File: config.mk
export PLATFORM = sky130hd
export DESIGN_NAME = game_judge_flat
export DESIGN_NICKNAME = d
export VERILOG_FILES = /design/src/rtl/game_pkg.sv /design/src/rtl/game_judge_if.sv /design/src/rtl/odd_one_out.sv /design/src/rtl/game_judge.sv /design/src/flat_wrapper.sv
export SDC_FILE = /design/constraint.sdc
export NUM_CORES = 1
export LEC_CHECK = 0
export ABC_AREA = 0
export CAP_MARGIN = 20
export CORE_MARGIN = 1
export CORE_UTILIZATION = 45
export CTS_CLUSTER_SIZE = 40
export DETAILED_ROUTE_END_ITERATION = 7
export PLACE_DENSITY = 0.82
export SLEW_MARGIN = 25
export SYNTH_ARGS = -nofsm -noshare
export SYNTH_HDL_FRONTEND = slang
export SYNTH_SLANG_ARGS = --single-unit
export TNS_END_PERCENT = 20
File: constraint.sdc
create_clock -name CLK -period 2.6 [get_ports CLK]
set_input_delay 0.52 -clock CLK [delete_from_list [all_inputs] [get_ports CLK]]
set_output_delay 0.52 -clock CLK [all_outputs]
set_load 0.05 [all_outputs]
File: src/rtl/game_pkg.sv
// Shared definitions for the three-player odd-one-out judge: state encoding,
// winner codes and default game parameters.
package game_pkg;

  typedef enum logic [1:0] {
    PLAY  = 2'd0,
    CHECK = 2'd1,
    DONE  = 2'd2
  } state_t;

  localparam logic [2:0] W_NONE = 3'b000;
  localparam logic [2:0] W_DRAW = 3'b111;

  localparam int TARGET_DEFAULT     = 3;
  localparam int MAX_ROUNDS_DEFAULT = 15;

endpackage

File: src/rtl/game_judge_if.sv
// Round-submission handshake: the players' choices qualified by IN_VALID,
// accepted by the judge while it raises IN_READY.
interface game_judge_if;

  logic IN_VALID;
  logic IN_READY;
  logic A_IN;
  logic B_IN;
  logic C_IN;

  modport master (
    output IN_VALID,
    output A_IN,
    output B_IN,
    output C_IN,
    input  IN_READY
  );

  modport slave (
    input  IN_VALID,
    input  A_IN,
    input  B_IN,
    input  C_IN,
    output IN_READY
  );

endinterface

File: src/rtl/odd_one_out.sv
// Flags the single player whose choice differs from the other two; all-equal
// choices yield no point.
module odd_one_out (
  input  logic       a,
  input  logic       b,
  input  logic       c,
  output logic [2:0] point
);

  assign point[2] = (a ^ b) & (a ^ c);
  assign point[1] = (b ^ a) & (b ^ c);
  assign point[0] = (c ^ a) & (c ^ b);

endmodule

File: src/rtl/game_judge.sv
// Referee for a three-player odd-one-out game: scores each accepted round,
// then decides win, timeout verdict or another round.
module game_judge
  import game_pkg::*;
#(
  parameter int TARGET     = TARGET_DEFAULT,
  parameter int MAX_ROUNDS = MAX_ROUNDS_DEFAULT
) (
  input  logic         CLK,
  input  logic         RST,
  input  logic         START,
  game_judge_if.slave  rnd,
  output logic         A_DISP,
  output logic         B_DISP,
  output logic         C_DISP,
  output logic [2:0]   Winner_DISP,
  output logic [3:0]   ROUND
);

  localparam int SW = $clog2(TARGET + 1);

  state_t        state;
  state_t        state_next;
  logic [SW-1:0] score_a;
  logic [SW-1:0] score_b;
  logic [SW-1:0] score_c;
  logic [SW-1:0] max_score;
  logic [2:0]    point;
  logic [2:0]    hit;
  logic [2:0]    leaders;
  logic          accept;
  logic          last_round;

  odd_one_out u_odd (
    .a     (rnd.A_IN),
    .b     (rnd.B_IN),
    .c     (rnd.C_IN),
    .point (point)
  );

  assign accept     = rnd.IN_VALID && rnd.IN_READY;
  assign last_round = (ROUND == 4'(MAX_ROUNDS));
  assign hit        = {score_a == SW'(TARGET), score_b == SW'(TARGET), score_c == SW'(TARGET)};

  always_comb begin
    max_score = score_a;
    if (score_b > max_score) max_score = score_b;
    if (score_c > max_score) max_score = score_c;
  end

  // All players sharing the top score are credited; a three-way tie is W_DRAW.
  assign leaders = {score_a == max_score, score_b == max_score, score_c == max_score};

  always_ff @(posedge CLK) begin
    if (!RST) state <= PLAY;
    else      state <= state_next;
  end

  always_comb begin
    state_next = state;
    case (state)
      PLAY:    if (rnd.IN_VALID) state_next = CHECK;
      CHECK:   state_next = ((|hit) || last_round) ? DONE : PLAY;
      DONE:    if (START) state_next = PLAY;
      default: state_next = PLAY;
    endcase
  end

  always_comb begin
    rnd.IN_READY = (state == PLAY);
  end

  always_ff @(posedge CLK) begin
    if (!RST) begin
      score_a     <= '0;
      score_b     <= '0;
      score_c     <= '0;
      ROUND       <= '0;
      Winner_DISP <= W_NONE;
      A_DISP      <= 1'b0;
      B_DISP      <= 1'b0;
      C_DISP      <= 1'b0;
    end else begin
      case (state)
        PLAY: begin
          if (accept) begin
            A_DISP <= rnd.A_IN;
            B_DISP <= rnd.B_IN;
            C_DISP <= rnd.C_IN;
            ROUND  <= ROUND + 4'd1;
            if (point[2] && (score_a != '1)) score_a <= score_a + 1'b1;
            if (point[1] && (score_b != '1)) score_b <= score_b + 1'b1;
            if (point[0] && (score_c != '1)) score_c <= score_c + 1'b1;
          end
        end
        CHECK: begin
          if (|hit)            Winner_DISP <= hit;
          else if (last_round) Winner_DISP <= leaders;
          else                 Winner_DISP <= W_NONE;
        end
        DONE: begin
          if (START) begin
            score_a     <= '0;
            score_b     <= '0;
            score_c     <= '0;
            ROUND       <= '0;
            Winner_DISP <= W_NONE;
          end
        end
        default: Winner_DISP <= W_NONE;
      endcase
    end
  end

endmodule
File: src/flat_wrapper.sv
// flat-port wrapper written by rule: the top's interface ports become plain ports
module game_judge_flat import game_pkg::*;
#(
  parameter int TARGET     = TARGET_DEFAULT,
  parameter int MAX_ROUNDS = MAX_ROUNDS_DEFAULT
)
  (CLK, RST, START, A_DISP, B_DISP, C_DISP, Winner_DISP, ROUND, rnd_IN_VALID, rnd_A_IN, rnd_B_IN, rnd_C_IN, rnd_IN_READY);
  game_judge_if rnd_i ();
  input  logic CLK;
  input  logic RST;
  input  logic START;
  output logic A_DISP;
  output logic B_DISP;
  output logic C_DISP;
  output logic [2:0] Winner_DISP;
  output logic [3:0] ROUND;
  input wire logic [$bits(rnd_i.IN_VALID)-1:0] rnd_IN_VALID;
  input wire logic [$bits(rnd_i.A_IN)-1:0] rnd_A_IN;
  input wire logic [$bits(rnd_i.B_IN)-1:0] rnd_B_IN;
  input wire logic [$bits(rnd_i.C_IN)-1:0] rnd_C_IN;
  output wire logic [$bits(rnd_i.IN_READY)-1:0] rnd_IN_READY;
  assign rnd_i.IN_VALID = rnd_IN_VALID;
  assign rnd_i.A_IN = rnd_A_IN;
  assign rnd_i.B_IN = rnd_B_IN;
  assign rnd_i.C_IN = rnd_C_IN;
  assign rnd_IN_READY = rnd_i.IN_READY;
  game_judge #(.TARGET(TARGET), .MAX_ROUNDS(MAX_ROUNDS)) u_core (.CLK(CLK), .RST(RST), .START(START), .rnd(rnd_i), .A_DISP(A_DISP), .B_DISP(B_DISP), .C_DISP(C_DISP), .Winner_DISP(Winner_DISP), .ROUND(ROUND));
endmodule
==> Implementation_results.wiki <==
{| class="wikitable"
! Metric !! Value
|-
| Most repeated cell in the gate-level netlist after synthesis || sky130_fd_sc_hd__dfxtp_1
|-
| Avg WL per Cell || 14.6 um
|-
| TNS Setup || 0 ps
|-
| Placeable core region || 2500 sq um
|-
| Wire length reported by the detailed router || 2780 um
|-
| Run status || completed
|-
| I/O pin count || 18
|-
| Total setup buffers inserted after CTS || 0
|-
| CP arrival || 2000 ps
|-
| Half-perimeter wire length of the detailed placement result || 2110 um
|-
| Number of clock buffers inserted by TritonCTS || 3
|-
| Total design power || 0.674 mW
|-
| Max Transition Viols Final || 0
|-
| Largest net degree at the start of global routing || 20
|-
| Antenna cells || 0
|-
| Num rows || 18
|-
| Placement-stage cell area || 1430 sq um
|-
| GP Congestion || 0.775
|-
| Die height || 53.6 um
|-
| Clock transition at the registers of the reported paths || 110 ps
|-
| Type of the most critical hold path || flop to flop
|-
| Maximum number of buffers from clock root to sink || 2
|-
| Final-report setup violation count || 0
|-
| Core utilization of the finished layout || 59.5%
|-
| Number of routed nets with antenna violations || 0
|-
| Clock Skews || 7.98 ps
|-
| First-pass GRT wire length || 4150 um
|-
| # DRC || 0
|-
| F_max || 0.398 GHz
|-
| Post-Synthesis Cell Area || 1200 sq um
|-
| Largest fanout on the critical path || 9
|-
| Number of hold violations in the final report || 0
|-
| Initial antenna violation count || 0
|-
| Count of cell types in the netlist || 40
|-
| Slew at the pin closest to its max-slew limit || 505 ps
|-
| TritonCTS clock tree || yes
|-
| Largest vdd supply drop || 0.323 mV
|-
| Gate count of the mapped netlist || 137
|-
| Unrepaired setup endpoints after global routing || no
|-
| Sink Count || 18
|-
| Buffer cell driving the clock tree root || sky130_fd_sc_hd__clkbuf_4
|-
| DR iter-0 viols || 18
|-
| Quantity of I/O buffers inserted on ports || 17
|-
| Synth area leaders || sky130_fd_sc_hd__dfxtp_1, sky130_fd_sc_hd__ha_1, sky130_fd_sc_hd__mux2i_1
|-
| X dimension of the die || 53.6 um
|-
| Yosys warnings || 0
|-
| Area fraction of the dominant cell type after synthesis || 30.0%
|-
| Net count of the finished layout || 180
|-
| Worst-skew pair later-pin latency || 310 ps
|-
| Slew HR || 66.2%
|-
| Worst Path Required || 2080 ps
|-
| Leakage dissipation || 0.630 nW
|-
| Number of global-route vias before repair || 969
|-
| Capturing element type of the critical path || output pin
|-
| Power per Cell Area || 453 nW/um^2
|-
| Share of the yosys chip area belonging to registers || 30.0%
|-
| Area of all placed cells without fillers || 1490 sq um
|-
| H-Tree Level Count || 1
|-
| Number of cells in the design after placement || 187
|-
| Synthesized flop and latch total || 18
|-
| Count of placed standard cells in the final layout, fillers left out || 191
|-
| Routed vias/inst || 5.63
|-
| Mapped Nets || 155
|-
| Async set-reset flop share out of synthesis || 0%
|-
| Die ar. || 2880 sq um
|-
| Number of synthesized flops with an enable pin || 0
|-
| Starting Density || 48.0%
|-
| Number of max-cap violations || 0
|-
| DR vias || 1075
|-
| Syn avg cell area || 8.76 sq um
|-
| Most frequent cells after synthesis || sky130_fd_sc_hd__dfxtp_1, sky130_fd_sc_hd__nand2_1, sky130_fd_sc_hd__ha_1, sky130_fd_sc_hd__o21ai_0, sky130_fd_sc_hd__inv_1
|-
| Post-synth top area cell || sky130_fd_sc_hd__dfxtp_1
|-
| Type of the worst setup path || flop to output pin
|-
| GRT Total Usage || 20.0%
|-
| Fillers || 217
|-
| Layout cell share with drive strength beyond 1 || 13.7%
|-
| Synth-to-Final Area Change || 24.0%
|-
| Critical path startpoint category || flop
|-
| Time the worst path needs with I/O delays and setup || 2520 ps
|-
| Final Cycle Share || 96.8%
|-
| Main flop type after synthesis || sky130_fd_sc_hd__dfxtp_1
|-
| Number of detailed-routing iterations run before antenna repair || 4
|-
| GRT overflow || 0
|}
==> worst paths after layout <==
| kind | start | to | slack, ps | cells past startpoint |
|---|---|---|---|---|
| setup reg to reg | u_core.score_b[1]$_SDFFE_PN0P_ | u_core.Winner_DISP[2]$_SDFFE_PN0P_ | 100 | 11 |
| hold / removal | u_core.C_DISP$_SDFFE_PN0P_ | u_core.C_DISP$_SDFFE_PN0P_ | 540 | 2 |
| setup / recovery | u_core.state[0]$_SDFFE_PN0P_ | rnd_IN_READY | 80 | 3 |
| hold reg to reg | u_core.C_DISP$_SDFFE_PN0P_ | u_core.C_DISP$_SDFFE_PN0P_ | 540 | 2 |
==> sequential cells by signal (all words and copies together) (netlist names) <==
| name | count |
|---|---|
| u_core.score_b | 2 |
| u_core.B_DISP | 1 |
| u_core.ROUND | 4 |
| u_core.score_c | 2 |
| u_core.C_DISP | 1 |
| u_core.score_a | 2 |
| u_core.Winner_DISP | 3 |
| u_core.state | 2 |
| u_core.A_DISP | 1 |
==> cells by family (layout without fill, tap and decap cells) <==
group                      Yosys count  count (layout)  share of synthesized area (%)
and+or+nand+nor                     53              53                           26.2
AOI/OAI and AO/OA                   30              30                           17.2
DFF                                 18              18                           30.0
adders and majority gates           11              11                           11.5
buffers and inverters               11              35                           4.07
xor gates and xnor gates             7               7                           5.11
muxes                                7               7                           5.94
==> placed cells by master, fill, tap and decap left out, types with 2 or more instances in the layout <==
master,netlist,final
sky130_fd_sc_hd__a21boi_1,3,3
sky130_fd_sc_hd__a21oi_1,6,6
sky130_fd_sc_hd__and2_1,5,5
sky130_fd_sc_hd__buf_4,0,6
sky130_fd_sc_hd__clkbuf_4,0,3
sky130_fd_sc_hd__clkdlybuf4s50_1,0,17
sky130_fd_sc_hd__dfxtp_1,18,16
sky130_fd_sc_hd__ha_1,11,11
sky130_fd_sc_hd__inv_1,8,8
sky130_fd_sc_hd__mux2i_1,6,6
sky130_fd_sc_hd__nand2_1,16,16
sky130_fd_sc_hd__nand2b_1,2,2
sky130_fd_sc_hd__nand3b_1,3,3
sky130_fd_sc_hd__nand4_1,2,2
sky130_fd_sc_hd__nor2_1,4,4
sky130_fd_sc_hd__nor2b_1,6,5
sky130_fd_sc_hd__o21ai_0,9,9
sky130_fd_sc_hd__o21ai_2,3,4
sky130_fd_sc_hd__or3_1,3,3
sky130_fd_sc_hd__or3b_1,3,3
sky130_fd_sc_hd__xnor2_1,2,2
sky130_fd_sc_hd__xor2_1,5,5
==> metal layers <==
| layer | up-vias | wire length [um] | track usage (%) |
|---|---|---|---|
| met4 | 0 | 26 | 9.21 |
| met2 | 28 | 1450 | 36.5 |
| met1 | 513 | 1240 | 23.3 |
| met3 | 3 | 66 | 1.69 |
| li1 | 531 | - | - |
| met5 | - | 0 | 0 |
==> power breakdown <==
group | leakage, nW | internal [mW] | switching [mW]
clock network | 0.0210 | 0.0857 | 0.101
registers | 0.148 | 0.287 | 0.0123
logic | 0.461 | 0.0867 | 0.101
total | 0.630 | 0.459 | 0.215
==> area by class of cell <==
cell class | instances | area, sq um | area share, %
timing repair buffer | 23 | 215 | 14.5
clock buffer | 4 | 36.3 | 2.44
sequential | 18 | 365 | 24.6
tap | 30 | 37.5 | 2.52
inverter | 8 | 30.0 | 2.02
multi-input combinational | 108 | 803 | 54.0
==> worst max-delay path, stage by stage, from the launching register on <==
cell,delay [ps]
sky130_fd_sc_hd__dfxtp_1,420
sky130_fd_sc_hd__or2_2,400
sky130_fd_sc_hd__inv_1,80
sky130_fd_sc_hd__clkdlybuf4s50_1,790
==> through the flow <==
step | hold slack [ps] | setup WS, ps
floorplan | 481 | 47.3
global placement | 500 | 95.2
finish | 535 | 84.4
detailed placement | 511 | -36.7
global route | 559 | 8.13
CTS | 540 | 35.7
==> repair_timing <==
item,CTS,global route
pin swaps,0,1
gates resized for setup,1,5
setup endpoints to repair,1,1
hold buffers,0,0
Note: power is estimated with default switching activity, not from simulation.
